File: config.mk
export PLATFORM = sky130hd
export DESIGN_NAME = mod_seg7_scan
export DESIGN_NICKNAME = d
export VERILOG_FILES = /design/src/rtl/mod_seg7_scan.sv
export SDC_FILE = /design/constraint.sdc
export NUM_CORES = 1
export LEC_CHECK = 0
export BUFFER_PORTS_ARGS = -buffer_cell sky130_fd_sc_hd__buf_2
export CAP_MARGIN = 20
export CORE_AREA = 2 2 95 51
export DETAILED_ROUTE_END_ITERATION = 16
export DIE_AREA = 0 0 97 53
export GPL_TIMING_DRIVEN = 0
export HOLD_SLACK_MARGIN = 0.15
export PLACE_DENSITY_LB_ADDON = 0.25
export SETUP_SLACK_MARGIN = 0.05
export SLEW_MARGIN = 20
export SYNTH_ARGS = -nofsm -noshare
export SYNTH_HDL_FRONTEND = slang
export SYNTH_SLANG_ARGS = --single-unit
File: constraint.sdc
create_clock -name i_clk -period 1.9 [get_ports i_clk]
set_clock_uncertainty 0.05 [all_clocks]
set_input_delay 0.19 -clock i_clk [delete_from_list [all_inputs] [get_ports i_clk]]
set_output_delay 0.19 -clock i_clk [all_outputs]
set_load 0.02 [all_outputs]
File: src/rtl/mod_seg7_scan.sv
// Multiplexed N-digit hex seven-segment scan driver with dp, blanking, LZ suppression, dead time, 8-level brightness.
// Latency: one registered cycle from the slot counter/latch to the pins; digit inputs sampled once per slot at cnt==0.
// Backpressure: none; free-running scan, inputs are sampled and never stalled.
// Ports: i_clk/i_rst_n (async active-low); i_digits/i_dp/i_blank/i_lz_suppress/i_bright in;
//        o_seg7/o_dp/o_seg7_nSel active-low display pins; o_frame one-cycle pulse per full scan.
module mod_seg7_scan #(
  parameter int NUM_DIGITS  = 4,
  parameter int DIV_BITS    = 15,
  parameter int DEAD_CYCLES = 16
) (
  input  logic                      i_clk,
  input  logic                      i_rst_n,
  input  logic [4*NUM_DIGITS-1:0]   i_digits,
  input  logic [NUM_DIGITS-1:0]     i_dp,
  input  logic [NUM_DIGITS-1:0]     i_blank,
  input  logic                      i_lz_suppress,
  input  logic [2:0]                i_bright,
  output logic [6:0]                o_seg7,
  output logic                      o_dp,
  output logic [NUM_DIGITS-1:0]     o_seg7_nSel,
  output logic                      o_frame
);

  localparam int                  CW         = (NUM_DIGITS > 1) ? $clog2(NUM_DIGITS) : 1;
  localparam logic [CW-1:0]       LAST_DIGIT = CW'(NUM_DIGITS - 1);
  localparam logic [DIV_BITS-1:0] DEAD       = DIV_BITS'(DEAD_CYCLES);

  logic [DIV_BITS-1:0] cnt;
  logic [CW-1:0]       curr;
  logic                cnt_wrap;

  // Per-slot snapshot of the digit being shown.
  logic [3:0] lat_val;
  logic       lat_dp;
  logic [2:0] lat_bright;
  logic       lat_blank;

  logic [3:0]            sel_val;
  logic                  sel_dp;
  logic                  sel_blank;
  logic                  zero_run;
  logic                  active;
  logic [NUM_DIGITS-1:0] nsel_nxt;

  function automatic logic [6:0] glyph(input logic [3:0] v);
    case (v)
      4'h0: glyph = 7'h40;
      4'h1: glyph = 7'h79;
      4'h2: glyph = 7'h24;
      4'h3: glyph = 7'h30;
      4'h4: glyph = 7'h19;
      4'h5: glyph = 7'h12;
      4'h6: glyph = 7'h02;
      4'h7: glyph = 7'h58;
      4'h8: glyph = 7'h00;
      4'h9: glyph = 7'h10;
      4'hA: glyph = 7'h08;
      4'hB: glyph = 7'h03;
      4'hC: glyph = 7'h27;
      4'hD: glyph = 7'h21;
      4'hE: glyph = 7'h06;
      default: glyph = 7'h0E;
    endcase
  endfunction

  assign cnt_wrap = &cnt;

  // Select the current digit's inputs. zero_run accumulates "digits 0..k all
  // zero" left to right, which is exactly the leading-zero condition for k.
  always_comb begin
    sel_val   = 4'h0;
    sel_dp    = 1'b0;
    sel_blank = 1'b0;
    zero_run  = 1'b1;
    for (int k = 0; k < NUM_DIGITS; k++) begin
      zero_run = zero_run & (i_digits[4*k +: 4] == 4'h0);
      if (curr == CW'(k)) begin
        sel_val   = i_digits[4*k +: 4];
        sel_dp    = i_dp[k];
        sel_blank = i_blank[k] | (i_lz_suppress & zero_run & (k < NUM_DIGITS - 1));
      end
    end
  end

  always_ff @(posedge i_clk or negedge i_rst_n) begin
    if (!i_rst_n) begin
      cnt     <= '0;
      curr    <= '0;
      o_frame <= 1'b0;
    end else begin
      cnt     <= cnt + 1'b1;
      o_frame <= cnt_wrap && (curr == LAST_DIGIT);
      if (cnt_wrap) begin
        curr <= (curr == LAST_DIGIT) ? '0 : curr + 1'b1;
      end
    end
  end

  // Loaded at cnt==0; during cnt 0..1 the latch may still hold the previous
  // digit, which the dead time (>= 2 cycles) keeps off the pins.
  always_ff @(posedge i_clk or negedge i_rst_n) begin
    if (!i_rst_n) begin
      lat_val    <= 4'h0;
      lat_dp     <= 1'b0;
      lat_bright <= 3'd0;
      lat_blank  <= 1'b1;
    end else if (cnt == '0) begin
      lat_val    <= sel_val;
      lat_dp     <= sel_dp;
      lat_bright <= i_bright;
      lat_blank  <= sel_blank;
    end
  end

  // Brightness compares the slot's top three counter bits (its eighth).
  assign active = (cnt >= DEAD) && (cnt[DIV_BITS-1 -: 3] <= lat_bright) && !lat_blank;

  // Digit 0 is leftmost, i.e. the MSB of the select bus.
  always_comb begin
    nsel_nxt = '1;
    for (int k = 0; k < NUM_DIGITS; k++) begin
      nsel_nxt[NUM_DIGITS-1-k] = ~(active && (curr == CW'(k)));
    end
  end

  always_ff @(posedge i_clk or negedge i_rst_n) begin
    if (!i_rst_n) begin
      o_seg7      <= 7'h7F;
      o_dp        <= 1'b1;
      o_seg7_nSel <= '1;
    end else begin
      o_seg7      <= active ? glyph(lat_val) : 7'h7F;
      o_dp        <= ~(active & lat_dp);
      o_seg7_nSel <= nsel_nxt;
    end
  end

endmodule

Yosys cells after proc, flatten, opt, wreduce, memory -nomap -nowiden

Memories as Yosys holds them, arrays and structs flattened.
Index checks and enable logic that the tools add are counted.

Register bits after elaboration: 39
Memory bits (read-only): 112
Bits of input ports: 30
Output and inout port bits: 13
Logic and storage cells: 60
Memories: 1

Add/subtract/negate cells: 2
$lt $le $gt $ge: 2
Equal/unequal tests: 3
Multiplexer cells: 14
Bitwise gates (word level): 14
Reductions and logical operators: 14

Memories:

| memory          | depth | bits a word | read ports | clocked after Yosys merged registers in | wr ports | RTL line | source |
|---|---|---|---|---|---|---|---|
| (no name shown) | 16    | 7           | 1          | 0                                       | 0        | 46       | `case (v)` |

Operators by type and width:

| kind                                                  | count |
|---|---|
| two-way mux 4 bit                                     | 4 |
| adder 15 x 1 -> 15 bit (second input constant)        | 1 |
| >= comparator 15 x 5 -> 1 bit (second input constant) | 1 |
| logical NOT 15 bit                                    | 1 |
| AND reduction 15 bit                                  | 1 |
| logical NOT 4 bit                                     | 3 |
| two-way mux 1 bit                                     | 8 |
| logical AND 1 bit                                     | 7 |
| two-way mux 7 bit                                     | 1 |
| AND 1 bit                                             | 6 |
| inverter 1 bit                                        | 5 |
| equality test 2 bit (second input constant)           | 2 |
| <= comparator 3 bit                                   | 1 |
| bitwise OR 1 bit                                      | 3 |
| adder 2 x 1 -> 2 bit (second input constant)          | 1 |
| equality test 2 x 1 -> 1 bit (second input constant)  | 1 |
| logical NOT 2 bit                                     | 1 |
| two-way mux 2 bit                                     | 1 |
| logical NOT 1 bit                                     | 1 |

Longest topological paths before layout

Depth in word-level cells: 7
Gate-level depth with buffers: 8
Depth with buffers taken out: 6

Least setup slack after synthesis

OpenSTA, ideal clock, no wires.

Path kind: flip-flop to flip-flop
From: reg cnt[0]
To: reg curr[0]
Library setup time: 125 ps
Arrival time: 1506 ps
Required time: 1725 ps
Path slack: 219 ps
Cell stages (with the launch flop): 6
Path buffers: 0
Period minus slack after synthesis: 1681 ps
Path through: dfrtp_1 > ha_1 > nand4_1 > nor3_2 > and3_1 > mux2_2

Word-level cells in the longest chain between the ends: 1

RTL lines:

| element                | RTL line | source |
|---|---|---|
| from (decl)            | 28       | `logic [DIV_BITS-1:0] cnt;` |
| from (signal assigned) | 91       | `cnt <= cnt + 1'b1;` |
| AND reduction 15 bit   | 66       | `assign cnt_wrap = &cnt;` |
| to (signal assigned)   | 94       | `curr <= (curr == LAST_DIGIT) ? '0 : curr + 1'b1;` |
| to (decl)              | 29       | `logic [CW-1:0] curr;` |

No other way between the ends.
A chain may end at the register's enable or synchronous reset.

Final worst setup path

From: reg cnt[0]
To: reg curr[1]

Same word-level chain as after synthesis.

==> results.toml <==
[yosys]
synthFlopType = "dfrtp_1"
ys_warn_count = 0
seq_area_frac_synth_pct = 46.6
syn_area_mm2 = 0.00213
synthCells = 209
synth_edf_count = 0
synth_top_cell_by_area = "dfrtp_1"
synth-async-reset-ratio_pct = 100
ys_ff_latch = 39
netlist_top_cells_area = "dfrtp_1 31%, dfstp_2 16%, ha_1 8.2%"
syn_area_per_cell_um2 = 10.2
synth_top_area_share_pct = 30.6
synthDistinctLibCells = 44
synthesis.nets = 253

[die]
dieWidth_um = 97
dieArea_mm2 = 0.00514
die_h_um = 53
start_util_pct = 49.8
io_pins = 43
core-area_mm2 = 0.00428
num_rows = 17

[global_route]
grt_max_degree = 40
grt_pass1_vias = 1641
grt_usage_pct = 20.4
grt_pass1_wl_mm = 8.03
antenna_found_initial = 0
grt_overflow_total = 0

[timing]
hold_violations = 0
max_freq_mhz = 560
tightest_slew_ns = 0.848
drv_slew = 0
maxSlewHeadroom_pct = 43.4
finalSetupViolations = 0
rsz0062_at_grt = "false"
fin_crit_sh_pct = 94.0
min_period_ns = 1.79
hold_ws_ns = 0.217

[cells_and_area]
layout-drive-gt1-share_pct = 31.2
syn_to_final_growth_pct = 25.4
mostFrequentLayoutCells = "44 x buf_2, 26 x dfrtp_1, 21 x nand3_1"
fin_nets = 312
n_antenna_cell = 0
fill_cells = 370
fin_cells = 326
layout_commonest_cell = "buf_2"

[job]
drv_cap = 0

[power]
peakVddDrop_uv = 270
power_uw = 1890
leakage_uw = 0.00121
power.density_mw_per_mm2 = 708

[placement]
port_buffers = 42
dp.cells = 308
gp_congestion = 0.928
dp_hpwl_mm = 3.63

[critical_path]
cp_slowest_cell = "dfrtp_1"
crit_path_max_fanout = 5
path_class = "flop to flop"
critPathBufInv = 0
end_kind = "flop"
worstPathRequired_ns = 2.02
path_cells = "ha_4 -> nand4_1 -> nor3_4 -> and3_2 -> mux2_2"
slowest_delay_ns = 0.44
cp-start-kind = "flop"
cp_top_family = "simple AND/OR/NAND/NOR gates"
cp.arrival_ns = 1.91

[clock_network]
cts_inserted_buffers = 5
htreeDepth = 2
cts-root-buf = "clkbuf_8"
cts_tree = "built"
clkSinkCount = 39
clk_pin_slew_ns = 0.07
clk_path_buf_depth = 2
clk_latency_ns = 0.30

[detailed_routing]
antenna_left = 0
drtIter0Drc = 141
vias = 1719
dr.pass1.iters = 4
vias_per_cell = 5.27
wl_per_cell_um = 14.9
drc = 0
drt-total-wl_mm = 4.87

[run_status]
status = "completed"

[hold_path]
hold_class = "primary input to flop"
[worst reg2reg max path, cell delays in order (launching register included)]
cell and delay (ns):
dfrtp_1 0.44, ha_4 0.19, nand4_1 0.16, nor3_4 0.23
and3_2 0.26, mux2_2 0.34
[metal layers]
layer | share of wire (%) | routed length, µm | vias up | track usage [%]
met2 | 38 | 1850 | 75 | 28.5
met5 | 0 | 0 | - | 0
met4 | 0.86 | 42 | 0 | 5.87
met3 | 8.6 | 420 | 4 | 5.15
li1 | - | - | 852 | -
met1 | 52 | 2550 | 788 | 30.9
[what timing repair did]
action | in CTS | in global routing
pin swaps | 1 | 1
gates resized for setup | 4 | 3
buffers inserted | 0 | 1
hold buffers | 9 | 0
hold endpoints to repair | 34 | 0
endpoints found under the setup margin | 3 | 13
[per-stage QoR]
stage                     setup WS (ns)  setup TNS (ns)  utilization (%)  instance area, µm²
after floorplan                   0.219               0                -                2130
after global placement          -0.0136         -0.0221             56.4                2410
after detailed placement        -0.0465         -0.0909             56.4                2410
after CTS                        0.0711               0             61.9                2650
after global routing             0.0496               0             62.5                2670
final                             0.113               0             62.5                2670
[power breakdown]
group / internal [µW] / total [µW] / switching [µW] / leakage (µW)
sequential: 867 / 879 / 12.3 / 0.000467
clock: 525 / 821 / 296 / 0.0000654
combinational: 83.8 / 191 / 107 / 0.000682
total: 1480 / 1890 / 415 / 0.00121
[area by class of cell]
cell class / count / area, µm² / area share, %
buffer: 10 / 78.8 / 2.95
clock buffer: 6 / 72.6 / 2.72
sequential: 39 / 992 / 37.2
timing repair buffer: 52 / 308 / 11.5
tap: 57 / 71.3 / 2.67
inverter: 15 / 56.3 / 2.11
clock inverter: 2 / 60.1 / 2.25
multi-input combinational: 145 / 1030 / 38.6
[state kept, by name, summed over array words and instances, names as in the netlist]
name,cells
lat_val,4
lat_bright,3
o_frame,1
curr,2
o_seg7,7
o_seg7_nSel,4
o_dp,1
cnt,15
lat_blank,1
lat_dp,1
[cells by family (layout without fill, tap and decap cells)]
family | Yosys count | count (layout) | synth area share, %
DFF | 39 | 39 | 46.6
muxes | 4 | 4 | 2.06
buffers and inverters | 25 | 85 | 6.23
AOI/OAI and AO/OA | 35 | 35 | 11.6
and+or+nand+nor | 79 | 79 | 20.0
xor gates and xnor gates | 13 | 13 | 5.35
adders and majority gates | 14 | 14 | 8.23
[path summary, 6_finish.rpt]
kind	to	slack, ns	depth (start not counted)	start
min	lat_blank	0.22	3	i_blank[3]
max reg2reg	curr[1]	0.11	5	cnt[0]
min reg2reg	o_dp	0.37	1	lat_dp
min in group asynchronous	cnt[9]	0.49	2	i_rst_n
max in group asynchronous	cnt[3]	0.77	2	i_rst_n
max	curr[1]	0.11	5	cnt[0]
[synthesized netlist by cell type, drive strengths merged, types with 2 or more instances]
cell and count:
a221o 4, ha 14, nand4 2, or4 2, nand3 21, o211ai 2
o2111ai 3, clkbuf 5, xor2 4, o21ai 11, buf 5, nor3 6
nor2 12, a31oi 7, and3 4, mux2 3, dfstp 13, xnor2 9
dfrtp 26, nor4 3, inv 15, nand2 16, nand2b 6, a21oi 2
Note: power is estimated with default switching activity, not from simulation.
